$ cat src/rtl/mdu_issue_ctrl_pkg.sv
// Shared types and constants for the MDU issue controller slice.
package mdu_issue_ctrl_pkg;

   localparam int DATA_W = 32;
   localparam int OP_W   = 3;
   localparam int REG_W  = 5;

   // RV32M op codes as carried on req_op_i / mdu_op
   localparam logic [OP_W-1:0] OP_MUL    = 3'b000;
   localparam logic [OP_W-1:0] OP_MULH   = 3'b001;
   localparam logic [OP_W-1:0] OP_MULHSU = 3'b010;
   localparam logic [OP_W-1:0] OP_MULHU  = 3'b011;
   localparam logic [OP_W-1:0] OP_DIV    = 3'b100;
   localparam logic [OP_W-1:0] OP_DIVU   = 3'b101;
   localparam logic [OP_W-1:0] OP_REM    = 3'b110;
   localparam logic [OP_W-1:0] OP_REMU   = 3'b111;

   localparam logic [DATA_W-1:0] INT_MIN  = 32'h8000_0000;
   localparam logic [DATA_W-1:0] ALL_ONES = 32'hFFFF_FFFF;

   typedef enum logic [2:0] {
      IDLE,
      ISSUE,
      WAIT,
      DRAIN,
      RESP
   } mdu_ctrl_state_t;

   // Divide-family ops (DIV/DIVU/REM/REMU) all have op[2] set.
   function automatic logic is_divrem(input logic [OP_W-1:0] op);
      return op[2];
   endfunction

   // Remainder ops return the dividend / zero on corner cases instead of the quotient value.
   function automatic logic is_rem(input logic [OP_W-1:0] op);
      return op[2] & op[1];
   endfunction

endpackage

$ cat src/rtl/mdu_issue_ctrl_if.sv
// Launch/response bus between the issue controller (master) and the iterative MDU (slave).
interface mdu_issue_ctrl_if;
   import mdu_issue_ctrl_pkg::*;

   logic              mdu_valid;
   logic [OP_W-1:0]   mdu_op;
   logic [DATA_W-1:0] mdu_rs1;
   logic [DATA_W-1:0] mdu_rs2;
   logic              mdu_ready;
   logic [DATA_W-1:0] mdu_rd;

   modport master (
      output mdu_valid,
      output mdu_op,
      output mdu_rs1,
      output mdu_rs2,
      input  mdu_ready,
      input  mdu_rd
   );

   modport slave (
      input  mdu_valid,
      input  mdu_op,
      input  mdu_rs1,
      input  mdu_rs2,
      output mdu_ready,
      output mdu_rd
   );

endinterface

$ cat src/rtl/mdu_issue_ctrl_fastpath.sv
// Combinational resolver for RV32M division corner cases that need no iteration:
// divide by zero and the signed INT_MIN / -1 overflow.
module mdu_fastpath
   import mdu_issue_ctrl_pkg::*;
#(
   parameter bit ENABLE_FASTPATH = 1'b1
) (
   input  logic [OP_W-1:0]   op,
   input  logic [DATA_W-1:0] rs1,
   input  logic [DATA_W-1:0] rs2,
   output logic              hit,
   output logic [DATA_W-1:0] data
);

   logic div_zero;
   logic div_ovf;

   // Classify the operands and pick the architecturally defined result.
   always_comb begin
      div_zero = is_divrem(op) && (rs2 == '0);
      // Only the signed ops overflow; DIVU/REMU of the same bit patterns are ordinary.
      div_ovf  = ((op == OP_DIV) || (op == OP_REM)) && (rs1 == INT_MIN) && (rs2 == ALL_ONES);
      hit      = ENABLE_FASTPATH && (div_zero || div_ovf);
      data     = '0;
      if (div_zero) begin
         data = is_rem(op) ? rs1 : ALL_ONES;
      end else if (div_ovf) begin
         data = is_rem(op) ? '0 : INT_MIN;
      end
   end

endmodule

$ cat src/rtl/mdu_issue_ctrl.sv
// Execute-stage front end for the iterative MDU: accepts one RV32M op, stalls the
// pipeline while the MDU works, and returns the result to writeback as a pulse.
module mdu_issue_ctrl
   import mdu_issue_ctrl_pkg::*;
#(
   parameter bit ENABLE_FASTPATH = 1'b1
) (
   input  logic              clk,
   input  logic              rst_n,
   input  logic              req_valid_i,
   output logic              req_ready_o,
   input  logic [OP_W-1:0]   req_op_i,
   input  logic [DATA_W-1:0] req_rs1_i,
   input  logic [DATA_W-1:0] req_rs2_i,
   input  logic [REG_W-1:0]  req_rd_i,
   input  logic              flush_i,
   output logic              stall_o,
   mdu_issue_ctrl_if.master  mdu_bus,
   output logic              wb_valid_o,
   output logic [REG_W-1:0]  wb_rd_o,
   output logic [DATA_W-1:0] wb_data_o
);

   mdu_ctrl_state_t   state_q;
   mdu_ctrl_state_t   state_d;

   logic [OP_W-1:0]   op_q;
   logic [DATA_W-1:0] rs1_q;
   logic [DATA_W-1:0] rs2_q;
   logic [REG_W-1:0]  rd_q;
   logic [REG_W-1:0]  wb_rd_q;
   logic [DATA_W-1:0] wb_data_q;

   logic              accept;
   logic              fp_hit;
   logic [DATA_W-1:0] fp_data;
   logic              req_ready;
   logic              stall;
   logic              mdu_valid;
   logic              wb_valid;

   // The corner-case check runs on the live request so the decision is made in the accept cycle.
   mdu_fastpath #(
      .ENABLE_FASTPATH (ENABLE_FASTPATH)
   ) u_fastpath (
      .op   (req_op_i),
      .rs1  (req_rs1_i),
      .rs2  (req_rs2_i),
      .hit  (fp_hit),
      .data (fp_data)
   );

   assign accept = (state_q == IDLE) && req_valid_i && !flush_i;

   // State register; a reset mid-operation needs no drain because the MDU shares rst_n.
   always_ff @(posedge clk) begin
      if (!rst_n) begin
         state_q <= IDLE;
      end else begin
         state_q <= state_d;
      end
   end

   // Next-state and handshake outputs.
   always_comb begin
      state_d   = state_q;
      req_ready = 1'b0;
      stall     = 1'b0;
      mdu_valid = 1'b0;
      wb_valid  = 1'b0;
      unique case (state_q)
         IDLE: begin
            req_ready = 1'b1;
            stall     = req_valid_i && !flush_i;
            if (accept) begin
               state_d = ((req_rd_i == '0) || fp_hit) ? RESP : ISSUE;
            end
         end
         ISSUE: begin
            mdu_valid = 1'b1;
            stall     = req_valid_i;
            state_d   = flush_i ? DRAIN : WAIT;
         end
         WAIT: begin
            stall = req_valid_i;
            // A flush coinciding with the result consumes that result here; waiting in
            // DRAIN for another ready pulse would never end.
            if (mdu_bus.mdu_ready) begin
               state_d = flush_i ? IDLE : RESP;
            end else if (flush_i) begin
               state_d = DRAIN;
            end
         end
         DRAIN: begin
            if (mdu_bus.mdu_ready) begin
               state_d = IDLE;
            end
         end
         RESP: begin
            wb_valid = (rd_q != '0) && !flush_i;
            state_d  = IDLE;
         end
         default: begin
            state_d = IDLE;
         end
      endcase
   end

   // Request capture and writeback registers; MDU operands stay put until the next accept.
   always_ff @(posedge clk) begin
      if (!rst_n) begin
         op_q      <= '0;
         rs1_q     <= '0;
         rs2_q     <= '0;
         rd_q      <= '0;
         wb_rd_q   <= '0;
         wb_data_q <= '0;
      end else begin
         if (accept) begin
            op_q  <= req_op_i;
            rs1_q <= req_rs1_i;
            rs2_q <= req_rs2_i;
            rd_q  <= req_rd_i;
            if ((req_rd_i != '0) && fp_hit) begin
               wb_rd_q   <= req_rd_i;
               wb_data_q <= fp_data;
            end
         end
         if ((state_q == WAIT) && mdu_bus.mdu_ready && !flush_i) begin
            wb_rd_q   <= rd_q;
            wb_data_q <= mdu_bus.mdu_rd;
         end
      end
   end

   assign req_ready_o       = req_ready;
   assign stall_o           = stall;
   assign wb_valid_o        = wb_valid;
   assign wb_rd_o           = wb_rd_q;
   assign wb_data_o         = wb_data_q;
   assign mdu_bus.mdu_valid = mdu_valid;
   assign mdu_bus.mdu_op    = op_q;
   assign mdu_bus.mdu_rs1   = rs1_q;
   assign mdu_bus.mdu_rs2   = rs2_q;

endmodule

$ cat src/flat_wrapper.sv
// flat-port wrapper written by rule: the top's interface ports become plain ports
module mdu_issue_ctrl_flat import mdu_issue_ctrl_pkg::*;
#(
   parameter bit ENABLE_FASTPATH = 1'b1
)
  (clk, rst_n, req_valid_i, req_ready_o, req_op_i, req_rs1_i, req_rs2_i, req_rd_i, flush_i, stall_o, wb_valid_o, wb_rd_o, wb_data_o, mdu_bus_mdu_valid, mdu_bus_mdu_op, mdu_bus_mdu_rs1, mdu_bus_mdu_rs2, mdu_bus_mdu_ready, mdu_bus_mdu_rd);
  mdu_issue_ctrl_if mdu_bus_i ();
  input  logic clk;
  input  logic rst_n;
  input  logic req_valid_i;
  output logic req_ready_o;
  input  logic [OP_W-1:0] req_op_i;
  input  logic [DATA_W-1:0] req_rs1_i;
  input  logic [DATA_W-1:0] req_rs2_i;
  input  logic [REG_W-1:0] req_rd_i;
  input  logic flush_i;
  output logic stall_o;
  output logic wb_valid_o;
  output logic [REG_W-1:0] wb_rd_o;
  output logic [DATA_W-1:0] wb_data_o;
  output wire logic [$bits(mdu_bus_i.mdu_valid)-1:0] mdu_bus_mdu_valid;
  output wire logic [$bits(mdu_bus_i.mdu_op)-1:0] mdu_bus_mdu_op;
  output wire logic [$bits(mdu_bus_i.mdu_rs1)-1:0] mdu_bus_mdu_rs1;
  output wire logic [$bits(mdu_bus_i.mdu_rs2)-1:0] mdu_bus_mdu_rs2;
  input wire logic [$bits(mdu_bus_i.mdu_ready)-1:0] mdu_bus_mdu_ready;
  input wire logic [$bits(mdu_bus_i.mdu_rd)-1:0] mdu_bus_mdu_rd;
  assign mdu_bus_mdu_valid = mdu_bus_i.mdu_valid;
  assign mdu_bus_mdu_op = mdu_bus_i.mdu_op;
  assign mdu_bus_mdu_rs1 = mdu_bus_i.mdu_rs1;
  assign mdu_bus_mdu_rs2 = mdu_bus_i.mdu_rs2;
  assign mdu_bus_i.mdu_ready = mdu_bus_mdu_ready;
  assign mdu_bus_i.mdu_rd = mdu_bus_mdu_rd;
  mdu_issue_ctrl #(.ENABLE_FASTPATH(ENABLE_FASTPATH)) u_core (.clk(clk), .rst_n(rst_n), .req_valid_i(req_valid_i), .req_ready_o(req_ready_o), .req_op_i(req_op_i), .req_rs1_i(req_rs1_i), .req_rs2_i(req_rs2_i), .req_rd_i(req_rd_i), .flush_i(flush_i), .stall_o(stall_o), .mdu_bus(mdu_bus_i), .wb_valid_o(wb_valid_o), .wb_rd_o(wb_rd_o), .wb_data_o(wb_data_o));
endmodule
$ cat config.mk
export PLATFORM = sky130hd
export DESIGN_NAME = mdu_issue_ctrl_flat
export DESIGN_NICKNAME = d
export VERILOG_FILES = /design/src/rtl/mdu_issue_ctrl_pkg.sv /design/src/rtl/mdu_issue_ctrl_if.sv /design/src/rtl/mdu_issue_ctrl_fastpath.sv /design/src/rtl/mdu_issue_ctrl.sv /design/src/flat_wrapper.sv
export SDC_FILE = /design/constraint.sdc
export NUM_CORES = 1
export LEC_CHECK = 0
export CAP_MARGIN = 15
export CORE_MARGIN = 8
export CORE_UTILIZATION = 38
export DETAILED_ROUTE_END_ITERATION = 12
export PLACE_DENSITY = 0.83
export SYNTH_ARGS = -nofsm -noshare
export SYNTH_HDL_FRONTEND = slang
export SYNTH_SLANG_ARGS = --single-unit
$ cat constraint.sdc
create_clock -name clk -period 2 [get_ports clk]
set_input_delay 0.3 -clock clk [delete_from_list [all_inputs] [get_ports clk]]
set_output_delay 0.3 -clock clk [all_outputs]
set_load 0.01 [all_outputs]
==> metrics.txt <==
run status=finished, final reports clean; hold path startpoint=rst_n; die extent in x=approximately 130 um; clock sinks=112; share of layout cells above drive strength 1=between 10% and 20%; crit start category=primary input; crit path kind=in2reg; Placer Congestion=around 0.85; grt total ovfl=0; critical-path cell list=clkdlybuf4s15_1 -> nor4_4 -> nand2_2 -> or4_4 -> o21ai_4 -> or2_4 -> buf_12 -> clkbuf_16 -> o2bb2ai_1; CP bufs+invs=3; wire per inst=roughly 18 um; Worst Max-Slew Pin Slew=~0.40 ns; number of global-route vias before repair=5481; Worst Hold Path EP=u_core.state_q[1]; Switching Fraction=between 20% and 30%; async set-or-reset flop fraction in the synthesized netlist=0%; Die Height=131 um; reg2reg end=u_core.wb_data_o[3]; worst r2r path cells=8; Syn Nets=736; Logic pwr share=23.7%; IO Pins=between 200 and 250; register share of total power=43.3%; cell count after synthesis=627; crit-path max cell delay=0.51 ns; Pwr Total=5.64 mW; Area Growth Syn to Fin=71.7%; Final Util=between 60% and 70%; number of synthesized flops with an enable pin=0; max-capacitance violation count=0; Clock power frac=roughly a third; IR Drop Worst-Case VDD=around 0.00034 V; Synth Area per Inst=between 7 and 8 sq um; Final Max Slew Viols=0; Post-CTS Hold Fix Bufs=0; Post-Syn Area=roughly 5000 sq um; filler cell count in the final layout=between 1000 and 1500; period utilization=between 90% and 100%; worst reg2reg startpoint=u_core.state_q[1]; type of the most critical hold path=in2reg; PortBufs=around 220; Worst slew margin=between 70% and 80%; slowest CP cell=or4_4; crit path DAT=about 2.2 ns; buffer depth of the longest clock path=2; NetSw=between 1.5 and 2 mW; post-DP HPWL=14300 um; Via density=about 5; Routed WL=slightly below 20000 um; Ys Warns=0; crit-path leading delay family=simple AND/OR/NAND/NOR gates; Worst EP required=2.24 ns; Nets=1022; largest net degree at the start of global routing=76; core footprint=around 13000 sq um; routed vias=about 5500; Pwr per Cell Area=between 600 and 700 nW/um^2; antenna-violating nets left=0; Root Driver=clkbuf_16; synth top area cells=dfxtp_1, nand2_1, a21boi_0, o2bb2ai_1, o21ai_0; die area=17100 sq um; most used flip-flop cell after synthesis=dfxtp_1; Crit. End Element=flip-flop; CTS H-tree lvls=3; clk slew on worst S/H paths=about 0.07 ns; Setup violations, final=0; Internal=slightly above 4 mW; hold path cells=3; crit path time final=roughly 2.0 ns; FF-to-FF setup slack=about 0.14 ns; Synth top area share=between 40% and 50%; fmax=a little over 500 MHz; antenna violations before repair=2; critical path peak fanout=7; sequential area share after synthesis=between 40% and 50%; DRT Pass-1 Iters=8; DR iter-0 viols=379; clock skew=around 0.0043 ns; worst skew pair latency=around 0.35 ns; drc violations=0; FF+latch count, synth=between 100 and 150; CTS tree=yes; Starting Density=between 30% and 40%; WHS=about 0.26 ns; post-synthesis cell type count=42; static leakage=between 3 and 4 nW; Hold Vio Cnt, Final=0; site row count=42; TritonCTS buffer count=9; Yosys top cell by area=dfxtp_1; first-pass GRT wire length=roughly 30000 um; GRT Overall Usage=roughly 23%
## layout make-up
class | instances | area, sq um | share of cell area, %
Multi-Input combinational cell | 469 | 2740 | 31.9
Inverter | 2 | 7.51 | 0.0874
Clock buffer | 14 | 264 | 3.07
Timing Repair Buffer | 319 | 3070 | 35.7
Sequential cell | 112 | 2240 | 26.1
Antenna cell | 1 | 2.50 | 0.0291
Tap cell | 176 | 220 | 2.56
Clock inverter | 2 | 37.5 | 0.437
## layout by cell type, fill, tap and decap left out, types with 3 or more instances in the layout
master / count
nand2_1: 215
clkdlybuf4s15_1: 4
clkdlybuf4s50_1: 163
o2bb2ai_1: 29
dlygate4sd2_1: 34
a21oi_1: 4
nand4_1: 8
dfxtp_1: 111
dlymetal6s2s_1: 10
clkbuf_1: 3
buf_12: 9
nor4_4: 10
nor2_1: 39
a21boi_0: 72
o211a_1: 5
mux2i_1: 6
buf_4: 91
clkbuf_2: 3
nor4_2: 4
clkbuf_16: 10
o21ai_0: 38
## metal layers
layer / vias to the layer above / track usage (%) / routed length (um)
met1: 2540 / 26.8 / 8040
met4: 2 / 11.5 / 618
met5: - / 0 / 13
li1: 2718 / - / -
met3: 34 / 5.84 / 1470
met2: 190 / 36.9 / 9410
## worst reg2reg max path: cells and delay by family, from the launching register on
family,cells,cell delay (ns)
buffers and inverters,2,0.27
flip-flops,1,0.35
AO/OA/AOI/OAI,1,0.06
AND/OR/NAND/NOR,5,1.07
## cells in the mapped netlist (2+ instances only)
cell       number
o2bb2ai_1      30
nand2_1       216
nand2b_1        2
dfxtp_1       112
nor4_2          3
nor4_1         12
mux2i_1         6
nand3_1         2
o211a_1         5
o21ai_0        39
buf_12          3
a21boi_0       72
nor4b_1         2
nor2_1         40
nand4_1         8
or3_1           2
clkbuf_1       40
inv_1           2
nor3_1          4
a21oi_1         4
nand4b_1        2
## cells by family after synthesis
group                  after synthesis  synth area share [%]
AO/OA/AOI/OAI                      157                  22.7
buffers and inverters               46                  4.58
flip-flops                         112                  44.8
multiplexers                         6                  1.20
AND/OR/NAND/NOR                    306                  26.7
## stage by stage
step / worst slack, ns / instance area, sq um / setup TNS, ns / std cells
after floorplan: 0.0272 / 5000 / 0 / 627
after global placement: -0.653 / 7950 / -24.14 / 1066
after detailed placement: -0.677 / 7950 / -24.86 / 1066
after CTS: -0.0545 / 8430 / -0.933 / 1089
after global routing: -0.0320 / 8590 / -0.433 / 1095
final: 0.0239 / 8590 / 0 / 1095
## registers in the layout, summed over array words and instances (netlist names)
signal                  flops
u_core.wb_rd_o              5
u_core.state_q              3
u_core.rd_q                 5
u_core.mdu_bus.mdu_rs2     32
u_core.wb_data_o           32
u_core.mdu_bus.mdu_op       3
u_core.mdu_bus.mdu_rs1     32
## power groups by stage
stage	clock, mW	sequential, mW	combinational [mW]
4_1_cts	1.90	2.44	1.32
5_1_grt	2.02	2.46	1.44
3_5_place_dp	0	2.50	1.31
2_1_floorplan	0	2.54	0.431
6_report	1.86	2.45	1.34
3_3_place_gp	0	2.49	1.29
## worst max-delay path by stage
| stage | startpoint | endpoint | slack (ns) | cells past startpoint |
|---|---|---|---|---|
| 6_report | req_rs2_i[21] | u_core.wb_data_o[3] | 0.02 | 9 |
| 3_3_place_gp | req_rs2_i[24] | u_core.wb_data_o[30] | -0.65 | 8 |
| 4_1_cts | req_rs1_i[28] | u_core.wb_data_o[1] | -0.05 | 9 |
| 5_1_grt | req_rs1_i[0] | u_core.wb_data_o[3] | -0.03 | 9 |
| 3_5_place_dp | req_rs2_i[24] | u_core.wb_data_o[30] | -0.68 | 8 |
| 2_1_floorplan | req_rs2_i[27] | u_core.wb_data_o[1] | 0.03 | 8 |
## what timing repair did
action,in CTS,in global routing
resized for setup,69,32
gates cloned,2,1
pin swaps,22,19
buffers inserted,5,4
setup endpoints to repair,41,41
Note: power is estimated with default switching activity, not from simulation.
